File: config.mk
export PLATFORM = sky130hd
export DESIGN_NAME = vend_credit_ctrl
export DESIGN_NICKNAME = d
export VERILOG_FILES = /design/src/rtl/vend_pkg.sv /design/src/rtl/vend_edge_sync.sv /design/src/rtl/vend_credit_ctrl.sv
export SDC_FILE = /design/constraint.sdc
export NUM_CORES = 1
export LEC_CHECK = 0
export BUFFER_PORTS_ARGS = -buffer_cell sky130_fd_sc_hd__buf_2
export CAP_MARGIN = 20
export CORE_ASPECT_RATIO = 1.75
export CORE_MARGIN = 5
export CORE_UTILIZATION = 40
export DETAILED_ROUTE_END_ITERATION = 6
export SLEW_MARGIN = 20
export SYNTH_ARGS = -nofsm -noshare
export SYNTH_HDL_FRONTEND = slang
export SYNTH_HIERARCHICAL = 1
export SYNTH_SLANG_ARGS = --single-unit
File: constraint.sdc
create_clock -name clk -period 2.6 [get_ports clk]
set_clock_uncertainty 0.05 [all_clocks]
set_input_delay 0.13 -clock clk [delete_from_list [all_inputs] [get_ports clk]]
set_output_delay 0.13 -clock clk [all_outputs]
set_load 0.005 [all_outputs]
File: src/rtl/vend_pkg.sv
// Shared types and constants for the vending credit controller.
// Optional feature macro used by the top level: VEND_TIMEOUT_EN.
package vend_pkg;

    localparam int CREDIT_W = 4;
    localparam int LED_W = 7;
    localparam int LED_CREDIT_LSB = 0;
    localparam int LED_STATE_LSB = 4;
    localparam int LED_STATE_W = 3;

    localparam logic [2:0] NICKEL_VAL = 3'd1;
    localparam logic [2:0] DIME_VAL = 3'd2;

    typedef enum logic [1:0] {
        ST_IDLE   = 2'd0,
        ST_ACCUM  = 2'd1,
        ST_VEND   = 2'd2,
        ST_CHANGE = 2'd3
    } state_e;

    typedef logic [CREDIT_W-1:0] credit_t;
    typedef logic [CREDIT_W:0]   credit_sum_t;
    typedef logic [7:0]          cyc_cnt_t;

    // Credit increment for the coin events seen in one cycle (0..3 nickels).
    function automatic logic [2:0] coin_inc(input logic nickel, input logic dime);
        logic [2:0] n_val;
        logic [2:0] d_val;
        n_val = nickel ? NICKEL_VAL : 3'd0;
        d_val = dime ? DIME_VAL : 3'd0;
        return n_val + d_val;
    endfunction

endpackage

File: src/rtl/vend_edge_sync.sv
// Two-flop synchroniser followed by a registered rising-edge detector.
// A held-high input yields exactly one single-cycle pulse.
module vend_edge_sync (
    input  logic clk,
    input  logic rst_n,
    input  logic din,
    output logic pulse
);

    logic sync1_r;
    logic sync2_r;
    logic prev_r;
    logic pulse_r;

    // Synchroniser chain and registered edge pulse.
    always_ff @(posedge clk or negedge rst_n) begin
        if (!rst_n) begin
            sync1_r <= 1'b0;
            sync2_r <= 1'b0;
            prev_r  <= 1'b0;
            pulse_r <= 1'b0;
        end else begin
            sync1_r <= din;
            sync2_r <= sync1_r;
            prev_r  <= sync2_r;
            pulse_r <= sync2_r & ~prev_r;
        end
    end

    assign pulse = pulse_r;

endmodule

File: src/rtl/vend_credit_ctrl.sv
// Vending machine sequencing controller: coin credit, vend and change payout.
// Define VEND_TIMEOUT_EN to refund idle credit after TIMEOUT_CYCLES in ACCUM.
module vend_credit_ctrl
    import vend_pkg::*;
#(
    parameter int PRICE       = 5,
    parameter int MAX_CREDIT  = 15,
    parameter int DISP_CYCLES = 4,
    parameter int CHG_GAP     = 2
`ifdef VEND_TIMEOUT_EN
    ,
    parameter int TIMEOUT_CYCLES = 1000
`endif
) (
    input  logic             clk,
    input  logic             rst_n,
    input  logic             coin_n_i,
    input  logic             coin_d_i,
    input  logic             sel_i,
    input  logic             ret_i,
    output logic             dispense_o,
    output logic             change_o,
    output logic             reject_o,
    output logic             busy_o,
    output logic [3:0]       credit_o,
    output logic [LED_W-1:0] led_o
);

    localparam logic [1:0] S_IDLE   = ST_IDLE;
    localparam logic [1:0] S_ACCUM  = ST_ACCUM;
    localparam logic [1:0] S_VEND   = ST_VEND;
    localparam logic [1:0] S_CHANGE = ST_CHANGE;

    localparam credit_sum_t MAX_C     = credit_sum_t'(MAX_CREDIT);
    localparam credit_t     PRICE_C   = credit_t'(PRICE);
    localparam cyc_cnt_t    DISP_LAST = cyc_cnt_t'(DISP_CYCLES - 1);
    localparam cyc_cnt_t    GAP_LAST  = cyc_cnt_t'(CHG_GAP - 1);

    logic nick_ev_s;
    logic dime_ev_s;
    logic sel_ev_s;
    logic ret_ev_s;
    logic coin_s;

    logic [1:0]  state_r;
    logic [1:0]  state_s;
    credit_t     credit_r;
    credit_t     credit_s;
    credit_sum_t sum_s;
    cyc_cnt_t    disp_cnt_r;
    cyc_cnt_t    disp_cnt_s;
    cyc_cnt_t    gap_cnt_r;
    cyc_cnt_t    gap_cnt_s;
    logic        dispense_r;
    logic        dispense_s;
    logic        change_r;
    logic        change_s;
    logic        reject_r;
    logic        reject_s;
    logic        busy_r;
    logic        busy_s;
    logic [LED_W-1:0] led_s;

`ifdef VEND_TIMEOUT_EN
    localparam logic [31:0] TMO_LAST = 32'(TIMEOUT_CYCLES - 1);
    logic [31:0] tmo_cnt_r;
    logic [31:0] tmo_cnt_s;
`endif

    vend_edge_sync u_sync_nickel (.clk(clk), .rst_n(rst_n), .din(coin_n_i), .pulse(nick_ev_s));
    vend_edge_sync u_sync_dime   (.clk(clk), .rst_n(rst_n), .din(coin_d_i), .pulse(dime_ev_s));
    vend_edge_sync u_sync_sel    (.clk(clk), .rst_n(rst_n), .din(sel_i),    .pulse(sel_ev_s));
    vend_edge_sync u_sync_ret    (.clk(clk), .rst_n(rst_n), .din(ret_i),    .pulse(ret_ev_s));

    // Next-state, credit and output-pulse decode; ret beats sel beats coins.
    always_comb begin
        state_s    = state_r;
        credit_s   = credit_r;
        disp_cnt_s = disp_cnt_r;
        gap_cnt_s  = gap_cnt_r;
        dispense_s = 1'b0;
        change_s   = 1'b0;
        reject_s   = 1'b0;
        coin_s     = nick_ev_s | dime_ev_s;
        sum_s      = credit_sum_t'(credit_r) + credit_sum_t'(coin_inc(nick_ev_s, dime_ev_s));
`ifdef VEND_TIMEOUT_EN
        tmo_cnt_s  = 32'd0;
`endif
        case (state_r)
            S_IDLE, S_ACCUM: begin
                if (ret_ev_s && (credit_r != 4'd0)) begin
                    state_s   = S_CHANGE;
                    gap_cnt_s = 8'd0;
                    reject_s  = coin_s;
                end else if (sel_ev_s && (credit_r >= PRICE_C)) begin
                    state_s    = S_VEND;
                    credit_s   = credit_r - PRICE_C;
                    disp_cnt_s = DISP_LAST;
                    dispense_s = 1'b1;
                    reject_s   = coin_s;
                end else if (coin_s) begin
                    if (sum_s > MAX_C) begin
                        reject_s = 1'b1;
                    end else begin
                        credit_s = sum_s[CREDIT_W-1:0];
                        state_s  = S_ACCUM;
                    end
`ifdef VEND_TIMEOUT_EN
                end else if ((state_r == S_ACCUM) && (tmo_cnt_r == TMO_LAST)) begin
                    state_s   = S_CHANGE;
                    gap_cnt_s = 8'd0;
                end else if (state_r == S_ACCUM) begin
                    tmo_cnt_s = tmo_cnt_r + 32'd1;
`endif
                end else begin
                    state_s = state_r;
                end
            end
            S_VEND: begin
                reject_s = coin_s;
                if (disp_cnt_r != 8'd0) begin
                    disp_cnt_s = disp_cnt_r - 8'd1;
                    dispense_s = 1'b1;
                end else begin
                    state_s   = (credit_r != 4'd0) ? S_CHANGE : S_IDLE;
                    gap_cnt_s = 8'd0;
                end
            end
            S_CHANGE: begin
                reject_s = coin_s;
                // The last pulse is shown while still in CHANGE; leave on the next edge.
                if (credit_r == 4'd0) begin
                    state_s = S_IDLE;
                end else if (gap_cnt_r == 8'd0) begin
                    change_s  = 1'b1;
                    credit_s  = credit_r - 4'd1;
                    gap_cnt_s = GAP_LAST;
                end else begin
                    gap_cnt_s = gap_cnt_r - 8'd1;
                end
            end
            default: begin
                state_s  = S_IDLE;
                credit_s = 4'd0;
            end
        endcase
        busy_s = (state_s == S_VEND) || (state_s == S_CHANGE);
    end

    // Controller state and registered outputs.
    always_ff @(posedge clk or negedge rst_n) begin
        if (!rst_n) begin
            state_r    <= S_IDLE;
            credit_r   <= 4'd0;
            disp_cnt_r <= 8'd0;
            gap_cnt_r  <= 8'd0;
            dispense_r <= 1'b0;
            change_r   <= 1'b0;
            reject_r   <= 1'b0;
            busy_r     <= 1'b0;
        end else begin
            state_r    <= state_s;
            credit_r   <= credit_s;
            disp_cnt_r <= disp_cnt_s;
            gap_cnt_r  <= gap_cnt_s;
            dispense_r <= dispense_s;
            change_r   <= change_s;
            reject_r   <= reject_s;
            busy_r     <= busy_s;
        end
    end

`ifdef VEND_TIMEOUT_EN
    // Idle-credit timer; cleared outside ACCUM and on any accepted event.
    always_ff @(posedge clk or negedge rst_n) begin
        if (!rst_n) begin
            tmo_cnt_r <= 32'd0;
        end else begin
            tmo_cnt_r <= tmo_cnt_s;
        end
    end
`endif

    // LED status packing from the state and credit registers.
    always_comb begin
        led_s = '0;
        led_s[LED_STATE_LSB +: LED_STATE_W] = {1'b0, state_r};
        led_s[LED_CREDIT_LSB +: CREDIT_W]   = credit_r;
    end

    assign dispense_o = dispense_r;
    assign change_o   = change_r;
    assign reject_o   = reject_r;
    assign busy_o     = busy_r;
    assign credit_o   = credit_r;
    assign led_o      = led_s;

endmodule
Word-level counts from Yosys, hierarchy flattened
Index checks and enable logic that the tools add are counted.

word-level totals
  bits in registers = 42
  bits in latches = 0
  bits in writable memories = 0
  memory bits (read-only) = 0
  input bits = 6
  word-level logic and storage cells = 108
  memories = 0

cells by class
  add/subtract/negate cells = 6
  multipliers = 0
  div/mod/pow operators = 0
  magnitude comparators = 2
  eq/ne operators = 14
  shift operators = 0
  muxes and demuxes = 38
  bitwise operators = 9
  reduce and logical (&&, ||, !) cells = 15

operators with widths
  kind                                                                   number
  8-bit two-way mux                                                      7
  4-bit two-way mux                                                      6
  8-bit one-hot mux with 3 select lines                                  1
  2-bit two-way mux                                                      8
  8-bit one-hot mux with 2 select lines                                  1
  8-bit by 1-bit subtractor with 8-bit output, second input constant     2
  2-bit inequality test, second input constant                           7
  1-bit two-way mux                                                      11
  2-bit == test, second input constant                                   4
  8-bit logical NOT                                                      1
  4-bit one-hot mux with 2 select lines                                  1
  8-bit nonzero test                                                     1
  3-bit inequality test, second input constant                           2
  2-bit one-hot mux with 3 select lines                                  1
  6-bit AND reduction                                                    1
  4-bit by 3-bit adder with 5-bit output                                 1
  5-bit by 4-bit > comparator with 1-bit output, second input constant   1
  1-bit bitwise AND                                                      4
  4-bit by 3-bit >= comparator with 1-bit output, second input constant  1
  4-bit logical NOT                                                      1
  1-bit NOT                                                              4
  1-bit one-hot mux with 2 select lines                                  2
  4-bit AND reduction                                                    1
  2-bit nonzero test                                                     2
  11 further kinds                                                       13

Logic depth before layout (Yosys ltp)
  depth after elaboration = 11
  depth in mapped cells = 8
  gate-level depth less buffers = 7

Modules after synthesis
The synthesis kept the hierarchy.

modules (own cells, without submodules)
  module            times used  cells an instance  area an instance (um2)
  vend_credit_ctrl  1           181                1622.8
  vend_edge_sync    4           5                  113.9

Worst setup path after synthesis
Ideal clock, no wire load.

  path type = register to register
  start = register credit_r[1], in the netlist credit_o[1]
  end = register credit_r[1], in the netlist credit_o[1]
  library setup time = 0.128 ns
  arrival = 1.890 ns
  required time = 2.422 ns
  slack = 0.532 ns
  stages on the path, launching flop included = 9
  buffers on the path = 1
  period minus slack after synthesis = 2.068 ns
  cell sequence = dfrtp_1 inv_1 ha_1 nor2b_1 o21ai_0 clkbuf_1 o21ai_0 o31a_1 mux2_1

between the ends
  word-level cells in the longest chain between the ends = 6

ends and longest elaborated chain
  item                                                                            line                     RTL
  from (decl)                                                                     vend_credit_ctrl.sv:47   credit_t credit_r;
  from (signal assigned)                                                          vend_credit_ctrl.sv:163  credit_r <= credit_s;
  branches (longest 6 deep; another with 4-bit by 3-bit adder with 5-bit output)  n/a

Parallel ways; which one is timed is not known. The select of a mux whose other input is x is not followed.
A chain may end at the register's enable or synchronous reset.

Final worst setup path
  start = register credit_r[1], in the netlist credit_o[1]
  end = register gap_cnt_r[0]

between the ends
  word-level cells in the longest chain between the ends = 4

ends and longest elaborated chain
  item                               line                     RTL
  4-bit nonzero test                 vend_credit_ctrl.sv:91   if (ret_ev_s && (credit_r != 4'd0)) begin
  1-bit logical AND                  vend_credit_ctrl.sv:91
  2-bit inequality test (no line)    n/a
  3-bit AND reduction (no line) (*)  n/a
  to (signal assigned)               vend_credit_ctrl.sv:165  gap_cnt_r <= gap_cnt_s;
  to (decl)                          vend_credit_ctrl.sv:52   cyc_cnt_t gap_cnt_r;

Every way passes the cells marked *; elsewhere a longest branch is shown, timed or not.

==> metrics.txt <==
Synth top area share=0.494; fin crit share=0.872; r2r setup slk=330 ps; ANT nets after route=0; Worst-Margin Slew=between 800 and 900 ps; leakage=~1.1 nW; core area=between 5000 and 6000 um2; Skew-Pair Late Insertion Delay=300 ps; global-route wire length before repair=7160 um; initial antenna violation count=0; final worst slack=333 ps; # DRC=0; fmax=roughly 0.44 GHz; H-tree depth=2; Worst Path Buf+Inv=1; routed vias=1,521; area of the mapped netlist=roughly 2100 um2; WL final=3970 um; Setup Viol. Count Final=0; outcome=finished, final reports clean; max incr delay on CP=between 400 and 500 ps; GRT Residual Overflow=0; gr usage total=0.132; area leader, netlist=dfrtp_1; Cells after DPL=265; Top delay family on crit path=compound AO/OA/AOI/OAI gates; number of library cell types mapped by synthesis=44; vias in the first global route=1,603; die height=between 100 and 150 um; slowest stage cell on the critical path=dfrtp_1; Initial Util=0.414; RSZ-0062 raised after global routing=no; worst path cell trace=inv_1 -> ha_1 -> nor3b_2 -> nor2_1 -> a211oi_4 -> a211oi_1 -> a21o_1; reg2reg path depth=7; clock root buffer=clkbuf_8; IO Port Bufs=19; setup tns final=0 ps; Die Area=6790 um2; total power=roughly 2.9 mW; final count of hold timing violations=0; startpoint types=flop; pwr dens=about 1200 nW/um2; drt first-iter violations=39; share of cells above drive strength 1=0.192; worst vdd ir=607 uV; TritonCTS clock tree=done; dpl cell area=approximately 2200 um2; Post-Place Worst Slack=226 ps; Final Non-Filler Cells=about 280; worst r2r dst=gap_cnt_r[0]; Placer Congestion=approximately 0.8; ranking of synthesized cells by area=dfrtp_1 49%, ha_1 4.8%, nor2_1 4.2%; Ys Warns=6; drt pass-1 iters=4; post-synth net total=216; ANT cells=0; post-layout net count=roughly 240; CP max FO=10; CP Class=flop to flop; CTS buffer count=5; CTS clk-pin slew, worst paths=approximately 90 ps; hold path start=u_sync_ret/sync1_r; Avg Cell Area, Syn=10.3 um2; Layout area overhead=13.8%; Slew Viols, Final=0; deepest clock path buffer count=2; largest net degree at the start of global routing=42; TritonCTS Sinks=41; final instance area=between 2000 and 2500 um2; Yosys reg bits=a little over 40; Die Wd=approximately 64 um; Seq/Total Area, Yosys=0.494; I/O pin count=21; Worst Hold End=u_sync_ret/sync2_r; slew margin rel.=0.401; Vias/cell=approximately 5.5; CP endpoint kind=flop; critical path required time=2740 ps; reg-to-reg startpoint=credit_o[1]; worst hold stages=0; Min-Delay Path Class=flop to flop; Post-DP HPWL=between 2000 and 3000 um; row cnt=34; Final min period=about 2300 ps; Routed WL per cell=roughly 14 um; Max-Cap Viols=0; Gate Count Post-Synth=roughly 200; Data arrival, critical path=approximately 2400 ps
worst reg2reg max path, delay by kind of cell (launching register included):
family	cells	cell delay, ps
flip-flops	1	470
buffers and inverters	1	110
AND/OR/NAND/NOR	2	590
adder cells (fa/ha/maj)	1	250
AO/OA/AOI/OAI	3	690
power breakdown:
part           switching, mW  internal, mW  total (mW)
combinational          0.718         0.543        1.26
clock                  0.233         0.287       0.521
sequential             0.250         0.826        1.08
cell type report:
type / instances / area [um2]
fill: 470 / 2660
inverter: 8 / 30.0
clock inverter: 3 / 46.3
timing repair buffer: 27 / 168
multi-input combinational: 140 / 958
tap: 54 / 67.6
sequential: 41 / 1030
clock buffer: 5 / 68.8
kinds of logic (layout without fill, tap and decap cells):
| family | after synthesis | after routing | share of synthesized area |
|---|---|---|---|
| simple gates | 73 | 73 | 0.209 |
| compound gates | 50 | 50 | 0.158 |
| flops | 41 | 41 | 0.494 |
| buf+inv | 20 | 43 | 0.0488 |
| fa+ha+maj | 9 | 9 | 0.0578 |
| xor+xnor | 6 | 6 | 0.0253 |
| other cells | 1 | 1 | 0.00180 |
| mux | 1 | 1 | 0.00542 |
synth_stat cells:
cell type	count
a211oi_1	1
a211oi_2	1
a21o_1	3
a21oi_1	10
a21oi_2	1
a31oi_1	4
and2_1	3
buf_2	3
buf_4	6
clkbuf_1	3
conb_1	1
dfrtp_1	41
fa_1	1
ha_1	8
inv_1	8
mux2_1	1
nand2_1	12
nand2b_1	1
nand3_1	6
nand3b_1	4
nand4_1	1
nand4b_1	2
nor2_1	23
nor2b_1	3
nor2b_4	4
nor3_1	3
nor3b_1	1
nor3b_2	1
nor4_4	1
o211ai_1	1
o21a_1	1
o21ai_0	17
o31a_1	1
o31ai_1	7
o32ai_2	1
o41ai_1	1
o41ai_2	1
or2_2	1
or3_1	2
or3b_2	1
or4_1	2
or4_4	1
or4b_1	1
xor2_1	6
metal layers:
| metal | global-route usage | routed length (um) |
|---|---|---|
| met1 | 0.156 | 1730 |
| met2 | 0.221 | 1990 |
| met3 | 0.0256 | 118 |
| met4 | 0.0726 | 126 |
| met5 | 0 | 0 |
what timing repair did:
item | in CTS | in global routing
hold endpoints to repair | 45 | 0
resized for setup | 0 | 1
hold buffers | 5 | 0
setup endpoints to repair | 0 | 1
setup buffers | 0 | 0
worst max path at each step:
stage,startpoint,to,slack [ps],cells after the start
2_1_floorplan,credit_o[1],credit_o[1],530,8
3_3_place_gp,credit_o[1],gap_cnt_r[0],340,7
3_5_place_dp,credit_o[1],gap_cnt_r[0],230,7
4_1_cts,credit_o[1],gap_cnt_r[0],210,7
5_1_grt,credit_o[0],credit_o[1],130,7
6_report,credit_o[1],gap_cnt_r[0],330,7
metrics by stage:
stage | util | hold slack, ps
3_5_place_dp | 0.437 | 190
6_report | 0.471 | 296
3_3_place_gp | 0.437 | 189
2_1_floorplan | - | -216
5_1_grt | 0.471 | 317
4_1_cts | 0.470 | 302
cells in the final DEF, fill, tap and decap left out, types with 6 or more instances in the layout:
cell type	count
dfrtp_1	41
nor2_1	23
buf_2	19
o21ai_0	17
nand2_1	12
a21oi_1	10
inv_1	8
ha_1	8
o31ai_1	7
nand3_1	6
xor2_1	6
No activity file was read; power rests on OpenSTA's default activity.
